### src/rtl/syscall_drain_seq_pkg.sv
// Shared definitions for the syscall/LL-SC drain sequencer.
// Holds the FSM state encoding and the decoder ALU control codes that
// mark an instruction as LL or SC. The decoder uses the same codes.
// Ports: none (package).
package syscall_drain_seq_pkg;

  // Sequencer states; the encoding is visible to anything probing the FSM.
  typedef enum logic [1:0] {
    IDLE    = 2'd0,
    DRAIN   = 2'd1,
    SIGNAL  = 2'd2,
    RELEASE = 2'd3
  } drainState_e;

  localparam logic [5:0] LLSC_LL = 6'b101000;
  localparam logic [5:0] LLSC_SC = 6'b110110;

  // LL and SC serialize like a syscall but never raise SYS.
  function automatic logic isLlsc(input logic [5:0] aluCtrl);
    return (aluCtrl == LLSC_LL) || (aluCtrl == LLSC_SC);
  endfunction

endpackage

### src/rtl/syscall_drain_stats.sv
// Event counters for the drain sequencer, built only with SYSDRAIN_STATS_EN.
// Ports:
//   clk_i, rst_ni     clock and asynchronous active-low reset
//   start_i           one-cycle pulse on the IDLE->DRAIN transition
//   llsc_i            classification of the instruction starting the sequence
//   busy_i            sequencer is outside IDLE this cycle
//   syscalls_o        sequences started by a real syscall (wraps at 2^32)
//   llsc_o            sequences started by LL/SC (wraps at 2^32)
//   stall_o           cycles spent outside IDLE (wraps at 2^32)
module syscall_drain_stats (
  input  logic        clk_i,
  input  logic        rst_ni,
  input  logic        start_i,
  input  logic        llsc_i,
  input  logic        busy_i,
  output logic [31:0] syscalls_o,
  output logic [31:0] llsc_o,
  output logic [31:0] stall_o
);

  logic [31:0] syscalls_q;
  logic [31:0] llsc_q;
  logic [31:0] stall_q;

  // Each sequence start lands in exactly one of the two start counters;
  // the stall counter simply accumulates busy cycles and wraps naturally.
  always_ff @(posedge clk_i or negedge rst_ni) begin
    if (!rst_ni) begin
      syscalls_q <= '0;
      llsc_q     <= '0;
      stall_q    <= '0;
    end else begin
      if (start_i && !llsc_i) syscalls_q <= syscalls_q + 32'd1;
      if (start_i && llsc_i)  llsc_q     <= llsc_q + 32'd1;
      if (busy_i)             stall_q    <= stall_q + 32'd1;
    end
  end

  assign syscalls_o = syscalls_q;
  assign llsc_o     = llsc_q;
  assign stall_o    = stall_q;

endmodule

### src/rtl/syscall_drain_seq.sv
// Serializing sequencer for SYSCALL and LL/SC in the ID stage.
// When ID holds such an instruction, fetch is frozen and ID emits bubbles
// for DRAIN_CYCLES cycles so older instructions leave the pipe; then SYS
// pulses for one cycle (syscalls only) and the freeze is inhibited for one
// cycle so fetch steps past the instruction. Cache misses hold the sequence.
// Optional macro SYSDRAIN_STATS_EN adds the stat_* counter outputs.
// Ports:
//   CLK, RESET              clock, asynchronous active-low reset
//   syscall_IN              decoder flags a serializing instruction in ID
//   ALU_control_IN          decoder ALU control, used to recognise LL/SC
//   hit                     cache hit; low means a memory stall
//   WANT_FREEZE             fetch must hold its PC (combinational)
//   bubble_OUT              ID must emit a NOP (combinational)
//   SYS                     one-cycle syscall service request (registered)
//   inhibit_OUT             high while in RELEASE (registered)
//   sys_count               one-cycle delayed drain counter (registered)
//   Request_Alt_PC_mask     forces ID's Request_Alt_PC low (combinational)
//   stat_*_OUT              event counters (SYSDRAIN_STATS_EN only)
module syscall_drain_seq
  import syscall_drain_seq_pkg::*;
#(
  parameter int DRAIN_CYCLES = 3,
  parameter int CNT_W        = 3
) (
  input  logic             CLK,
  input  logic             RESET,
  input  logic             syscall_IN,
  input  logic [5:0]       ALU_control_IN,
  input  logic             hit,
  output logic             WANT_FREEZE,
  output logic             bubble_OUT,
  output logic             SYS,
  output logic             inhibit_OUT,
  output logic [CNT_W-1:0] sys_count,
  output logic             Request_Alt_PC_mask
`ifdef SYSDRAIN_STATS_EN
  ,
  output logic [31:0]      stat_syscalls_OUT,
  output logic [31:0]      stat_llsc_OUT,
  output logic [31:0]      stat_stall_OUT
`endif
);

  drainState_e      state_q;
  logic [CNT_W-1:0] cnt_q;
  logic [CNT_W-1:0] sysCount_q;
  logic             llsc_q;
  logic             sys_q;
  logic             inhibit_q;

  logic startSeq;
  logic draining;

  assign startSeq = (state_q == IDLE) && syscall_IN;
  assign draining = (state_q == DRAIN) || (state_q == SIGNAL);

  // Sequencer FSM. A miss (hit low) holds IDLE, DRAIN and RELEASE in place,
  // but SIGNAL always advances so SYS can never stretch past one cycle.
  // sys_count trails cnt by one edge and is updated regardless of state.
  always_ff @(posedge CLK or negedge RESET) begin
    if (!RESET) begin
      state_q    <= IDLE;
      cnt_q      <= '0;
      sysCount_q <= '0;
      llsc_q     <= 1'b0;
      sys_q      <= 1'b0;
      inhibit_q  <= 1'b0;
    end else begin
      sysCount_q <= cnt_q;
      case (state_q)
        IDLE: begin
          if (syscall_IN && hit) begin
            state_q <= DRAIN;
            cnt_q   <= CNT_W'(DRAIN_CYCLES);
            llsc_q  <= isLlsc(ALU_control_IN);
          end
        end
        DRAIN: begin
          if (hit) begin
            cnt_q <= cnt_q - CNT_W'(1);
            if (cnt_q == CNT_W'(1)) begin
              state_q <= SIGNAL;
              sys_q   <= !llsc_q;
            end
          end
        end
        SIGNAL: begin
          state_q   <= RELEASE;
          sys_q     <= 1'b0;
          inhibit_q <= 1'b1;
        end
        RELEASE: begin
          if (hit) begin
            state_q   <= IDLE;
            inhibit_q <= 1'b0;
          end
        end
        default: state_q <= IDLE;
      endcase
    end
  end

  // RELEASE deliberately contributes no freeze so fetch can step past the
  // serialized instruction; only a miss freezes fetch there.
  assign WANT_FREEZE         = !hit || startSeq || draining;
  assign bubble_OUT          = startSeq || draining;
  assign Request_Alt_PC_mask = WANT_FREEZE;
  assign SYS                 = sys_q;
  assign inhibit_OUT         = inhibit_q;
  assign sys_count           = sysCount_q;

`ifdef SYSDRAIN_STATS_EN
  syscall_drain_stats u_stats (
    .clk_i      (CLK),
    .rst_ni     (RESET),
    .start_i    (startSeq && hit),
    .llsc_i     (isLlsc(ALU_control_IN)),
    .busy_i     (state_q != IDLE),
    .syscalls_o (stat_syscalls_OUT),
    .llsc_o     (stat_llsc_OUT),
    .stall_o    (stat_stall_OUT)
  );
`endif

endmodule

### config.mk
export PLATFORM = sky130hd
export DESIGN_NAME = syscall_drain_seq
export DESIGN_NICKNAME = d
export VERILOG_FILES = /design/src/rtl/syscall_drain_seq_pkg.sv /design/src/rtl/syscall_drain_stats.sv /design/src/rtl/syscall_drain_seq.sv
export SDC_FILE = /design/constraint.sdc
export NUM_CORES = 1
export LEC_CHECK = 0
export CAP_MARGIN = 40
export CORE_AREA = 3 3 47 49
export DETAILED_ROUTE_END_ITERATION = 8
export DIE_AREA = 0 0 50 52
export PLACE_DENSITY = 0.6
export SLEW_MARGIN = 20
export SYNTH_ARGS = -nofsm -noshare
export SYNTH_HDL_FRONTEND = slang
export SYNTH_SLANG_ARGS = --single-unit
### constraint.sdc
create_clock -name CLK -period 1.6 [get_ports CLK]
set_input_delay 0.4 -clock CLK [delete_from_list [all_inputs] [get_ports CLK]]
set_output_delay 0.4 -clock CLK [all_outputs]
set_load 0.02 [all_outputs]
After elaboration in Yosys (flattened, before gate mapping)
Index checks and enable logic that the tools add are counted.

Multiplexer cells: 13. Reduce and logical (&&, ||, !) cells: 18. $add $sub $neg: 1. Equality and inequality tests: 10.

Operator list (number): $eq 6x6->1 const B (2); $mux 2 (4); $pmux 2 s4 (1); $mux 3 (2); $pmux 3 s2 (1); $reduce_and 3->1 (2); $reduce_bool 2->1 (3); $logic_or 1x1->1 (5); $eq 2x2->1 const B (2); $ne 2x1->1 const B (2); $ne 2x2->1 const B (2); $pmux 1 s2 (2); $reduce_and 2->1 (2); $reduce_and 4->1 (1); $eq 3x1->1 const B (1); $mux 1 (3); $sub 3x1->3 const B (1); $eq 2x1->1 const B (1); $logic_and 1x1->1 (2); $logic_not 1->1 (2); $logic_not 2->1 (1).

Logic and storage cells: 48. Bits of input ports: 10. Register bits: 11.

Depth between registers and ports, before layout
Gate-level depths: netlist of run 1.

Depth in word-level cells: 4. Depth in mapped cells: 6. Gate-level depth less buffers: 6.

Worst setup path after synthesis of run 1
Ideal clock, no wire load.

Path type: reg2out. From: register state_q[0]. To: output port WANT_FREEZE. Buffers on the path: 1. Stages on the path, launching flop included: 6. Arrival: 1298 ps. Slack: -98 ps. Data required time: 1200 ps. Cell sequence: dfrtp_1 inv_1 ha_1 a21oi_1 nand2_1 buf_4.

Cells in the longest elaborated chain, start to end: 4. Elaborated cells on any way between the ends: 7.

RTL lines: from (decl) (line syscall_drain_seq.sv:44) `drainState_e state_q;`; from (signal assigned) (line syscall_drain_seq.sv:62) `state_q <= IDLE;`; from (signal assigned) (line syscall_drain_seq.sv:73) `state_q <= DRAIN;`; from (signal assigned) (line syscall_drain_seq.sv:82) `state_q <= SIGNAL;`; $logic_not 2->1 (line syscall_drain_seq.sv:54) `assign startSeq = (state_q == IDLE) && syscall_IN;`; $logic_and 1x1->1 (line syscall_drain_seq.sv:54); $logic_or 1x1->1 (line syscall_drain_seq.sv:105) `assign WANT_FREEZE = !hit || startSeq || draining;`; $logic_or 1x1->1 * (line syscall_drain_seq.sv:105); to (decl) (line syscall_drain_seq.sv:30) `output logic WANT_FREEZE,`.

Every way passes the cells marked *; elsewhere a longest branch is shown, timed or not.

Worst setup path in the final report of run 1
From: register state_q[1]. To: output port Request_Alt_PC_mask.

Cells in the longest elaborated chain, start to end: 4. Elaborated cells on any way between the ends: 7.

RTL lines: $logic_not 2->1 (line syscall_drain_seq.sv:54); $logic_and 1x1->1 (line syscall_drain_seq.sv:54); $logic_or 1x1->1 (line syscall_drain_seq.sv:105); $logic_or 1x1->1 * (line syscall_drain_seq.sv:105); to (decl) (line syscall_drain_seq.sv:35) `output logic Request_Alt_PC_mask`.

Marks and branches as above.

==> key figures, run 1 <==
Run status
  – Status: finished with violations
  – Violated checks: negative setup slack

Critical path
  – Crit-path max FO: 2
  – Capturing point of the worst reg2reg path: state_q[1]
  – Crit-path cells: inv_2 -> ha_4 -> a21oi_4 -> nand2_2 -> buf_6
  – Kind of end point of the critical path: output port
  – Crit Path Class: register to output port
  – Reg2reg start: state_q[0]
  – Cell with the largest stage delay on the worst path: sky130_fd_sc_hd__dfrtp_1
  – Cell family with the largest share of critical-path delay: flip-flops
  – Arr. time, crit path: 1.31 ns
  – FF-to-FF setup slack: 0.04 ns
  – R2r worst-path depth: 6
  – Number of buffers and inverters on the critical path: 2
  – Largest stage delay, worst path: 0.40 ns
  – Startpoint types: register
  – Required time of the critical path: 1.20 ns

Logic synthesis
  – Gate count of the mapped netlist: just over 60
  – Yosys cell types: 22
  – Warnings from Yosys: 0
  – Top cells by area in the synthesized netlist: sky130_fd_sc_hd__dfrtp_1 (44%), sky130_fd_sc_hd__ha_1 (16%), sky130_fd_sc_hd__inv_1 (4.8%)
  – Mapped Nets: 80
  – Sequential area share after synthesis: 0.437
  – Mean instance size in the synthesized netlist: 10.2 um2
  – Post-synth top area cell: sky130_fd_sc_hd__dfrtp_1
  – Register bit count reported by yosys: 11
  – Share of Yosys cell area claimed by the top area cell type: 0.437
  – Syn Std Cell Area: 631 um2

STA
  – Unrepaired setup endpoints after global routing: yes
  – Worst hold slack: 0.380 ns
  – Maximum clock frequency: 586 MHz
  – Final setup vio count: 3
  – Max-slew violation count: 0
  – Worst setup skew after layout: 0.00562 ns
  – Sum of negative setup slack: -0.287 ns
  – Post-layout worst setup margin: -0.106 ns
  – Number of endpoints with negative hold slack in the final report: 0
  – Actual slew at the worst max-slew pin: 0.524 ns
  – Clock period minus worst slack: 1.71 ns
  – Share of the clock period used by the worst path after layout: 1.07
  – Slew HR: 0.649

Die
  – Die width: around 50 um
  – Die Y: 52 um
  – Starting utilization of the core area: 0.332
  – Placeable core region: around 1900 um2
  – Die area: 2600 um2
  – IO Pins: 18
  – FP Rows: 16

Clock tree
  – Clock latency at the later pin of the worst-skew pair: 0.27 ns
  – H-Tree Level Count: 1
  – Clock slew seen by the registers of the worst setup and hold paths: 0.08 ns
  – Inserted Clock Buffers: 3
  – Clock tree from TritonCTS: yes
  – CTS root buffer: sky130_fd_sc_hd__clkbuf_4
  – Number of clock sinks: 11
  – CTS Buffer Depth: 2

Route
  – DRT Wirelength: around 1.3 mm
  – Residual antenna-violating net count after detailed routing: 0
  – Via/cell ratio: 4.45
  – DR pass1 iterations: 4
  – Total DRC errors in the routed layout: 0
  – Count of vias placed by the detailed router: 530
  – First-iteration detailed-routing DRC count: 11
  – Per-cell routed wire length: 11.0 um

Power and ir drop
  – Logic gate share of total power: 0.672
  – Switching power share of the total: 0.398
  – Internal power component: 0.00119 W
  – Psw: 0.000786 W
  – Standby leakage power: about 0.47 nW
  – Maximum ir drop on the vdd rail: 755 uV
  – Clock group share of total power: 0.098
  – Proportion of power drawn by flip-flops and latches: 0.231
  – Total power per unit cell area: 2010 nW/um2

Placement
  – Final weighted congestion in routability-driven placement: 0.819
  – Buffers on Ports: 17
  – Final HPWL from detailed placement: between 1 and 1.5 mm

Worst hold path
  – Type of the most critical hold path: register to register
  – Start point of the worst min-delay path: cnt_q[1]
  – Hold path endpoint: sys_count[1]
  – Cell count of the worst hold path: 0

Finish
  – Antenna diode instance count: 0
  – Share of layout cells above drive strength 1: 0.359
  – Fin nets: 111
  – Count of filler cells inserted in the layout: 177
  – Area delta synth->final: 56.2%

Job
  – Max-cap violation count: 0

Global routing
  – Residual overflow from global routing: 0
  – Global-route wire length before repair: 2.19 mm
  – Vias in the first global route: about 500
  – Overall fraction of global-route tracks in use: 0.116
  – Number of antenna violations at the first check in global routing: 0
  – Maximum number of pins on one net before global-route repair: 12
==> metrics by stage <==
step / std cells / total power [W] / area [um2] / worst slack [ns] / utilization
final: 119 / 0.00197 / 985 / -0.106 / 0.518
after global routing: 119 / 0.00213 / 985 / -0.177 / 0.518
after CTS: 120 / 0.00197 / 963 / -0.109 / 0.507
after detailed placement: 114 / 0.00168 / 913 / -0.451 / 0.480
after global placement: 114 / 0.00166 / 913 / -0.439 / 0.480
after floorplan: 62 / 0.00119 / 649 / 0.0202 / -
==> synth_stat cells <==
| master | number |
|---|---|
| sky130_fd_sc_hd__buf_4 | 1 |
| sky130_fd_sc_hd__mux2_2 | 1 |
| sky130_fd_sc_hd__mux2_4 | 2 |
| sky130_fd_sc_hd__nand4_1 | 1 |
| sky130_fd_sc_hd__nand2_2 | 2 |
| sky130_fd_sc_hd__a21oi_2 | 2 |
| sky130_fd_sc_hd__nand3b_1 | 1 |
| sky130_fd_sc_hd__nand3_1 | 1 |
| sky130_fd_sc_hd__nor2_1 | 5 |
| sky130_fd_sc_hd__ha_1 | 8 |
| sky130_fd_sc_hd__dfrtp_1 | 11 |
| sky130_fd_sc_hd__mux2i_1 | 1 |
| sky130_fd_sc_hd__o21ai_0 | 2 |
| sky130_fd_sc_hd__o22ai_1 | 1 |
| sky130_fd_sc_hd__nand2b_1 | 1 |
| sky130_fd_sc_hd__inv_1 | 8 |
| sky130_fd_sc_hd__nand2_1 | 6 |
| sky130_fd_sc_hd__o41ai_1 | 1 |
| sky130_fd_sc_hd__nor2b_1 | 2 |
| sky130_fd_sc_hd__a21oi_1 | 3 |
| sky130_fd_sc_hd__nand4b_1 | 1 |
| sky130_fd_sc_hd__a22o_1 | 1 |
==> worst register-to-register path: cells and delay by family (launching register included) <==
| kind | cells | cell delay [ns] |
|---|---|---|
| AOI/OAI and AO/OA | 1 | 0.17 |
| adders and majority gates | 1 | 0.19 |
| muxes | 1 | 0.30 |
| buffers and inverters | 1 | 0.16 |
| and+or+nand+nor | 2 | 0.23 |
| DFF | 1 | 0.40 |
==> kinds of logic after synthesis <==
group	count (synthesis)	share of synthesized area
compound gates	10	0.105
fa+ha+maj	8	0.159
buf+inv	9	0.0595
flops	11	0.437
mux	4	0.0814
simple gates	20	0.159
==> state kept, by name (all words and copies together), names as in the netlist <==
name	cells
SYS	1
cnt_q	3
inhibit_OUT	1
llsc_q	1
state_q	2
sys_count	3
==> layout make-up <==
| type | count | area (um2) | share of cell area |
|---|---|---|---|
| flip-flops and latches | 11 | 275 | 0.280 |
| well taps | 27 | 33.8 | 0.0343 |
| clock inverters | 1 | 5.00 | 0.00508 |
| multi-input cells | 42 | 368 | 0.374 |
| repair buffers | 27 | 250 | 0.254 |
| clock buffers | 3 | 22.5 | 0.0229 |
| inverters | 8 | 30.0 | 0.0305 |
==> layer usage <==
metal / vias to the layer above / share of wire / global-route usage
met1: 244 / 0.45 / 0.139
met5: - / 0 / 0
met2: 17 / 0.47 / 0.178
met3: 4 / 0.041 / 0.0315
met4: 0 / 0.039 / 0.0829
li1: 265 / - / -
==> power by group through the flow <==
stage / Sequential [W] / Combinational, W / Clock (W)
2_1_floorplan: 0.000529 / 0.000656 / 0
3_3_place_gp: 0.000454 / 0.00121 / 0
3_5_place_dp: 0.000458 / 0.00122 / 0
4_1_cts: 0.000454 / 0.00131 / 0.000201
5_1_grt: 0.000469 / 0.00145 / 0.000216
6_report: 0.000456 / 0.00133 / 0.000193
==> how the worst max path moves through the flow <==
stage | start | end | slack (ns) | cells after the start
3_3_place_gp | syscall_IN | WANT_FREEZE | -0.44 | 4
3_5_place_dp | syscall_IN | Request_Alt_PC_mask | -0.45 | 4
5_1_grt | state_q[1] | Request_Alt_PC_mask | -0.18 | 5
6_report | state_q[1] | Request_Alt_PC_mask | -0.11 | 5
4_1_cts | state_q[0] | Request_Alt_PC_mask | -0.11 | 5
2_1_floorplan | state_q[0] | WANT_FREEZE | 0.02 | 5
==> placed cells by master (no fill, tap or decap), types with 2 or more instances in the layout <==
cell type	instances
sky130_fd_sc_hd__a21oi_1	2
sky130_fd_sc_hd__a21oi_2	2
sky130_fd_sc_hd__buf_4	10
sky130_fd_sc_hd__buf_6	3
sky130_fd_sc_hd__clkbuf_4	3
sky130_fd_sc_hd__clkdlybuf4s50_1	9
sky130_fd_sc_hd__dfrtp_1	11
sky130_fd_sc_hd__dlygate4sd2_1	3
sky130_fd_sc_hd__dlymetal6s2s_1	2
sky130_fd_sc_hd__ha_1	5
sky130_fd_sc_hd__ha_4	2
sky130_fd_sc_hd__inv_1	6
sky130_fd_sc_hd__inv_2	2
sky130_fd_sc_hd__mux2_4	3
sky130_fd_sc_hd__nand2_1	3
sky130_fd_sc_hd__nand2_2	5
sky130_fd_sc_hd__nor2_1	5
sky130_fd_sc_hd__nor2b_1	2
sky130_fd_sc_hd__o21ai_0	2
==> repair_timing <==
action | in CTS | in global routing
setup endpoints to repair | 6 | 10
hold buffers | 0 | 0
hold endpoints to repair | 0 | 0
gates resized for setup | 24 | 8
pin swaps | 2 | 3
buffers inserted | 2 | 1
(Power assumes the default switching activity.)
==> run 2, diff against run 1 <==
--- a/config.mk
+++ b/config.mk
@@ -6,10 +6,12 @@
 export NUM_CORES = 1
 export LEC_CHECK = 0
 export CAP_MARGIN = 40
-export CORE_AREA = 3 3 47 49
+export CELL_PAD_IN_SITES_DETAIL_PLACEMENT = 2
+export CELL_PAD_IN_SITES_GLOBAL_PLACEMENT = 2
+export CORE_AREA = 3 3 55 57
 export DETAILED_ROUTE_END_ITERATION = 8
-export DIE_AREA = 0 0 50 52
-export PLACE_DENSITY = 0.6
+export DIE_AREA = 0 0 58 60
+export PLACE_DENSITY = 0.68
 export SLEW_MARGIN = 20
 export SYNTH_ARGS = -nofsm -noshare
 export SYNTH_HDL_FRONTEND = slang
==> run 2 against run 1 <==
The run still ends with negative setup slack left. Sequential cell count unchanged. Critical path depth is the same. Non-clock buffer count is 1 higher. Sequential power up 2%. Die area increased by 34%. Critical path type unchanged. Critical endpoint unchanged.
==> key figures, run 2 (synthesis gave the netlist of run 1 again) <==
Critical path
  – Crit-path cells: inv_2 -> ha_4 -> a21oi_4 -> nand2_2 -> buf_6
  – Crit-path max FO: 2
  – Arr. time, crit path: 1.31 ns
  – Crit Path Class: register to output port
  – Cell with the largest stage delay on the worst path: sky130_fd_sc_hd__dfrtp_1
  – Required time of the critical path: 1.20 ns
  – Kind of end point of the critical path: output port
  – Largest stage delay, worst path: 0.40 ns
  – Startpoint types: register

Run status
  – Status: finished with violations
  – Violated checks: negative setup slack

Clock tree
  – Clock tree from TritonCTS: yes
  – H-Tree Level Count: 1
  – CTS Buffer Depth: 2
  – Clock slew seen by the registers of the worst setup and hold paths: roughly 0.070 ns
  – Number of clock sinks: 11
  – CTS root buffer: sky130_fd_sc_hd__clkbuf_4
  – Clock latency at the later pin of the worst-skew pair: 0.27 ns
  – Inserted Clock Buffers: 3

Global routing
  – Maximum number of pins on one net before global-route repair: 12
  – Overall fraction of global-route tracks in use: 0.107
  – Number of antenna violations at the first check in global routing: 0
  – Residual overflow from global routing: 0
  – Global-route wire length before repair: 2.74 mm
  – Vias in the first global route: between 600 and 700

Power and ir drop
  – Clock group share of total power: 0.091
  – Logic gate share of total power: 0.688
  – Proportion of power drawn by flip-flops and latches: 0.221
  – Maximum ir drop on the vdd rail: ~1000 uV
  – Internal power component: about 0.0013 W
  – Total power per unit cell area: 2090 nW/um2
  – Switching power share of the total: 0.403
  – Standby leakage power: 0.476 nW
  – Psw: between 0.0008 and 0.0009 W

STA
  – Share of the clock period used by the worst path after layout: 1.07
  – Max-slew violation count: 0
  – Actual slew at the worst max-slew pin: 0.505 ns
  – Slew HR: 0.662
  – Worst hold slack: between 0.3 and 0.4 ns
  – Clock period minus worst slack: 1.71 ns
  – Number of endpoints with negative hold slack in the final report: 0
  – Final setup vio count: 5
  – Unrepaired setup endpoints after global routing: yes
  – Worst setup skew after layout: around 0.0019 ns
  – Post-layout worst setup margin: -0.109 ns
  – Maximum clock frequency: 585 MHz

Placement
  – Final weighted congestion in routability-driven placement: 0.738
  – Buffers on Ports: 17
  – Final HPWL from detailed placement: 1.33 mm
  – Pre-CTS WS: -0.443 ns
  – Placed standard-cell area: 917 um2

Route
  – Total DRC errors in the routed layout: 0
  – Count of vias placed by the detailed router: 567
  – DR pass1 iterations: 5
  – Residual antenna-violating net count after detailed routing: 0
  – First-iteration detailed-routing DRC count: 11
  – Per-cell routed wire length: 14.3 um
  – Via/cell ratio: 4.61
  – DRT Wirelength: ~1.8 mm

Finish
  – Area delta synth->final: 58.9%
  – Antenna diode instance count: 0
  – Most common cell after layout, fill and taps aside: sky130_fd_sc_hd__dfrtp_1
  – Fin nets: roughly 110
  – Share of layout cells above drive strength 1: 0.344
  – Summed area of non-filler cells in the final layout: 1000 um2
  – Final cell utilization of the core: 0.397
  – Count of filler cells inserted in the layout: ~290
  – Commonest cells after routing, fill and taps aside: sky130_fd_sc_hd__dfrtp_1 (11), sky130_fd_sc_hd__buf_4 (10), sky130_fd_sc_hd__clkdlybuf4s50_1 (9), sky130_fd_sc_hd__inv_1 (6), sky130_fd_sc_hd__ha_1 (6)

Worst hold path
  – Type of the most critical hold path: register to register

Die
  – Die width: 58 um
  – IO Pins: 18
  – Die Y: 60 um
  – Starting utilization of the core area: 0.250
  – Die area: 3480 um2
  – FP Rows: 18
  – Placeable core region: 2520 um2

Job
  – Max-cap violation count: 0
-- run 2: repair_timing --
item                       in CTS  in global routing
gates resized for setup        25                  9
setup endpoints to repair       9                 11
pin swaps                       0                  1
setup buffers                   2                  0
hold buffers                    0                  0
-- run 2: critical path, delay by kind of cell, from the launching register on --
kind	cells	cell delay, ns
buffers and inverters	2	0.22
AND/OR/NAND/NOR	1	0.08
adder cells (fa/ha/maj)	1	0.21
flip-flops	1	0.40
AO/OA/AOI/OAI	1	0.13
-- run 2: area by class of cell --
type | count | area [um2] | share of cell area
Inverter | 8 | 30.0 | 0.0300
Timing Repair Buffer | 28 | 262 | 0.261
Multi-Input combinational cell | 42 | 372 | 0.371
Sequential cell | 11 | 275 | 0.275
Tap cell | 30 | 37.5 | 0.0375
Clock buffer | 4 | 26.3 | 0.0262
-- run 2: worst paths after layout --
path,start,end,slack (ns),cells past startpoint
worst max-delay path,state_q[0],Request_Alt_PC_mask,-0.11,5
worst min-delay path,cnt_q[1],sys_count[1],0.39,0
max in group asynchronous,RESET,sys_count[1],0.80,1
worst max register to register,state_q[1],state_q[1],0.03,7
worst min register to register,cnt_q[1],sys_count[1],0.39,0
min in group asynchronous,RESET,llsc_q,0.47,1
-- run 2: routing by layer --
| layer | track usage | wire [um] | share of wire | up-vias |
|---|---|---|---|---|
| met5 | 0 | 0 | 0 | - |
| met1 | 0.124 | 758 | 0.43 | 278 |
| met4 | 0.0695 | 0 | 0 | 0 |
| li1 | - | - | - | 267 |
| met2 | 0.185 | 914 | 0.52 | 22 |
| met3 | 0.0130 | 92 | 0.052 | 0 |
-- run 2: power by group through the flow --
stage	Clock [W]	Sequential, W	Combinational, W
final	0.000191	0.000464	0.00144
after global routing	0.000213	0.000485	0.00157
after CTS	0.000201	0.000469	0.00135
after detailed placement	0	0.000468	0.00124
after global placement	0	0.000458	0.00121
after floorplan	0	0.000529	0.000656
-- run 2: per-stage QoR --
step / setup TNS, ns / total power, W / cells
after floorplan: 0 / 0.00119 / 62
after global placement: -2.11 / 0.00167 / 117
after detailed placement: -2.42 / 0.00171 / 117
after CTS: -0.342 / 0.00202 / 123
after global routing: -0.717 / 0.00227 / 123
final: -0.317 / 0.00210 / 123
==> run 3, diff against run 2 <==
--- a/config.mk
+++ b/config.mk
@@ -9,6 +9,7 @@
 export CELL_PAD_IN_SITES_DETAIL_PLACEMENT = 2
 export CELL_PAD_IN_SITES_GLOBAL_PLACEMENT = 2
 export CORE_AREA = 3 3 55 57
+export CTS_BUF_LIST = sky130_fd_sc_hd__clkbuf_16
 export DETAILED_ROUTE_END_ITERATION = 8
 export DIE_AREA = 0 0 58 60
 export PLACE_DENSITY = 0.68
==> run 3 against run 2 <==
The flow still finishes with violations (negative setup slack). Total power is 15% higher. Die area did not move. Global-route usage up 1.0 points. Largest cell class unchanged. Highest routed layer is now met4.
==> key figures, run 3 (synthesis gave the netlist of run 1 again) <==
Run status
  – Status: finished with violations
  – Violated checks: negative setup slack

Placement
  – Final weighted congestion in routability-driven placement: 0.738
  – Final HPWL from detailed placement: between 1 and 1.5 mm
  – Buffers on Ports: 17
  – Placed standard-cell area: slightly above 900 um2

STA
  – Worst setup skew after layout: 0.00302 ns
  – Actual slew at the worst max-slew pin: between 0.5 and 0.6 ns
  – Number of endpoints with negative hold slack in the final report: 0
  – Clock period minus worst slack: 1.67 ns
  – Max-slew violation count: 0
  – Slew HR: 0.660
  – Maximum clock frequency: 598 MHz
  – Unrepaired setup endpoints after global routing: yes
  – Final setup vio count: 6
  – Share of the clock period used by the worst path after layout: 1.04
  – Worst hold slack: 0.386 ns
  – Post-layout worst setup margin: -0.0718 ns

Clock tree
  – CTS root buffer: sky130_fd_sc_hd__clkbuf_16
  – CTS Buffer Depth: 2
  – Number of clock sinks: 11
  – CTS Hold Bufs: 0
  – H-Tree Level Count: 1
  – Inserted Clock Buffers: 3
  – Clock slew seen by the registers of the worst setup and hold paths: about 0.04 ns
  – Clock latency at the later pin of the worst-skew pair: 0.24 ns
  – Clock tree from TritonCTS: yes

Route
  – Per-cell routed wire length: 15.4 um
  – DR pass1 iterations: 4
  – First-iteration detailed-routing DRC count: 7
  – DRT Wirelength: 1.89 mm
  – Count of vias placed by the detailed router: 564
  – Total DRC errors in the routed layout: 0
  – Via/cell ratio: 4.59
  – Residual antenna-violating net count after detailed routing: 0

Critical path
  – Kind of end point of the critical path: output port
  – Startpoint types: register
  – Arr. time, crit path: approximately 1.3 ns
  – Required time of the critical path: 1.20 ns
  – Crit Path Class: register to output port
  – R2r worst-path depth: 8
  – Number of stages on the worst setup path: 5
  – Crit-path cells: inv_2 -> ha_4 -> a21oi_4 -> nand2_2 -> buf_6
  – Number of buffers and inverters on the critical path: 2
  – Reg2reg start: state_q[1]
  – Cell with the largest stage delay on the worst path: sky130_fd_sc_hd__dfrtp_1
  – Cell family with the largest share of critical-path delay: flip-flops
  – Largest stage delay, worst path: 0.39 ns
  – Critical Path Start: state_q[0]
  – Crit-path max FO: 2

Die
  – Die Y: 60 um
  – Die width: 58 um
  – IO Pins: 18
  – FP Rows: 18
  – Die area: 3480 um2
  – Starting utilization of the core area: 0.250
  – Placeable core region: ~2500 um2

Job
  – Max-cap violation count: 0

Power and ir drop
  – Standby leakage power: between 0.4 and 0.5 nW
  – Total power per unit cell area: 2270 nW/um2
  – Maximum ir drop on the vdd rail: between 1000 and 1500 uV

Global routing
  – Maximum number of pins on one net before global-route repair: 12
  – Vias in the first global route: 626
  – Global-route wire length before repair: 2.94 mm
  – Overall fraction of global-route tracks in use: 0.117
  – Residual overflow from global routing: 0
  – Number of antenna violations at the first check in global routing: 0

Finish
  – Antenna diode instance count: 0
  – Summed area of non-filler cells in the final layout: 1060 um2
  – Share of layout cells above drive strength 1: 0.355
  – Count of filler cells inserted in the layout: ~290
  – Commonest cells after routing, fill and taps aside: sky130_fd_sc_hd__dfrtp_1 (11), sky130_fd_sc_hd__clkdlybuf4s50_1 (11), sky130_fd_sc_hd__buf_4 (9), sky130_fd_sc_hd__inv_1 (7), sky130_fd_sc_hd__ha_1 (6)
  – Area delta synth->final: 68.1%
  – Fin nets: approximately 110

Worst hold path
  – Cell count of the worst hold path: 0
  – Type of the most critical hold path: register to register
  – Start point of the worst min-delay path: cnt_q[1]
[run 3: what timing repair did]
| action | CTS | global route |
|---|---|---|
| endpoints found under the setup margin | 7 | 10 |
| gates resized for setup | 26 | 7 |
| pin swaps | 1 | 2 |
| buffers inserted | 2 | 0 |
| cloned | 0 | 0 |
[run 3: metrics by stage]
stage               total power (W)  worst slack (ns)  setup TNS (ns)  instances   util
finish                      0.00240           -0.0718          -0.237        123  0.420
detailed placement          0.00171            -0.443           -2.42        117  0.364
global placement            0.00167            -0.434           -2.11        117  0.364
CTS                         0.00233           -0.0729          -0.203        123  0.411
global route                0.00259            -0.140          -0.713        123  0.420
floorplan                   0.00119            0.0202               0         62      -
[run 3: final cells by class]
class	instances	area [um2]	area share
multi-input cells	42	374	0.353
flip-flops and latches	11	275	0.260
repair buffers	28	264	0.249
clock buffers	3	75.1	0.0708
well taps	30	37.5	0.0354
inverters	8	30.0	0.0283
clock inverters	1	3.75	0.00354
[run 3: worst paths after layout]
| path | end | slack, ns |
|---|---|---|
| worst min register to register | sys_count[1] | 0.39 |
| worst max register to register | state_q[0] | -0.02 |
| min in group asynchronous | inhibit_OUT | 0.51 |
| worst min-delay path | sys_count[1] | 0.39 |
| worst max-delay path | Request_Alt_PC_mask | -0.07 |
| max in group asynchronous | cnt_q[0] | 0.75 |
[run 3: worst reg2reg max path, delay by kind of cell, from the launching register on]
family	cells	cell delay, ns
compound gates	1	0.20
fa+ha+maj	1	0.17
flops	1	0.38
simple gates	2	0.24
mux	1	0.18
buf+inv	3	0.36
[run 3: power breakdown]
group          internal, W  leakage (nW)  switching [W]  total, W
registers         0.000397         0.121      0.0000743  0.000471
logic             0.000786         0.334       0.000696   0.00148
clock network     0.000328        0.0423       0.000121  0.000449
[run 3: routing by layer]
layer	wire length [um]	track usage	vias up	share of wire
met2	990	0.211	18	0.52
met3	80	0.0130	2	0.042
li1	-	-	267	-
met4	25	0.0695	0	0.013
met1	793	0.132	277	0.42
met5	0	0	-	0
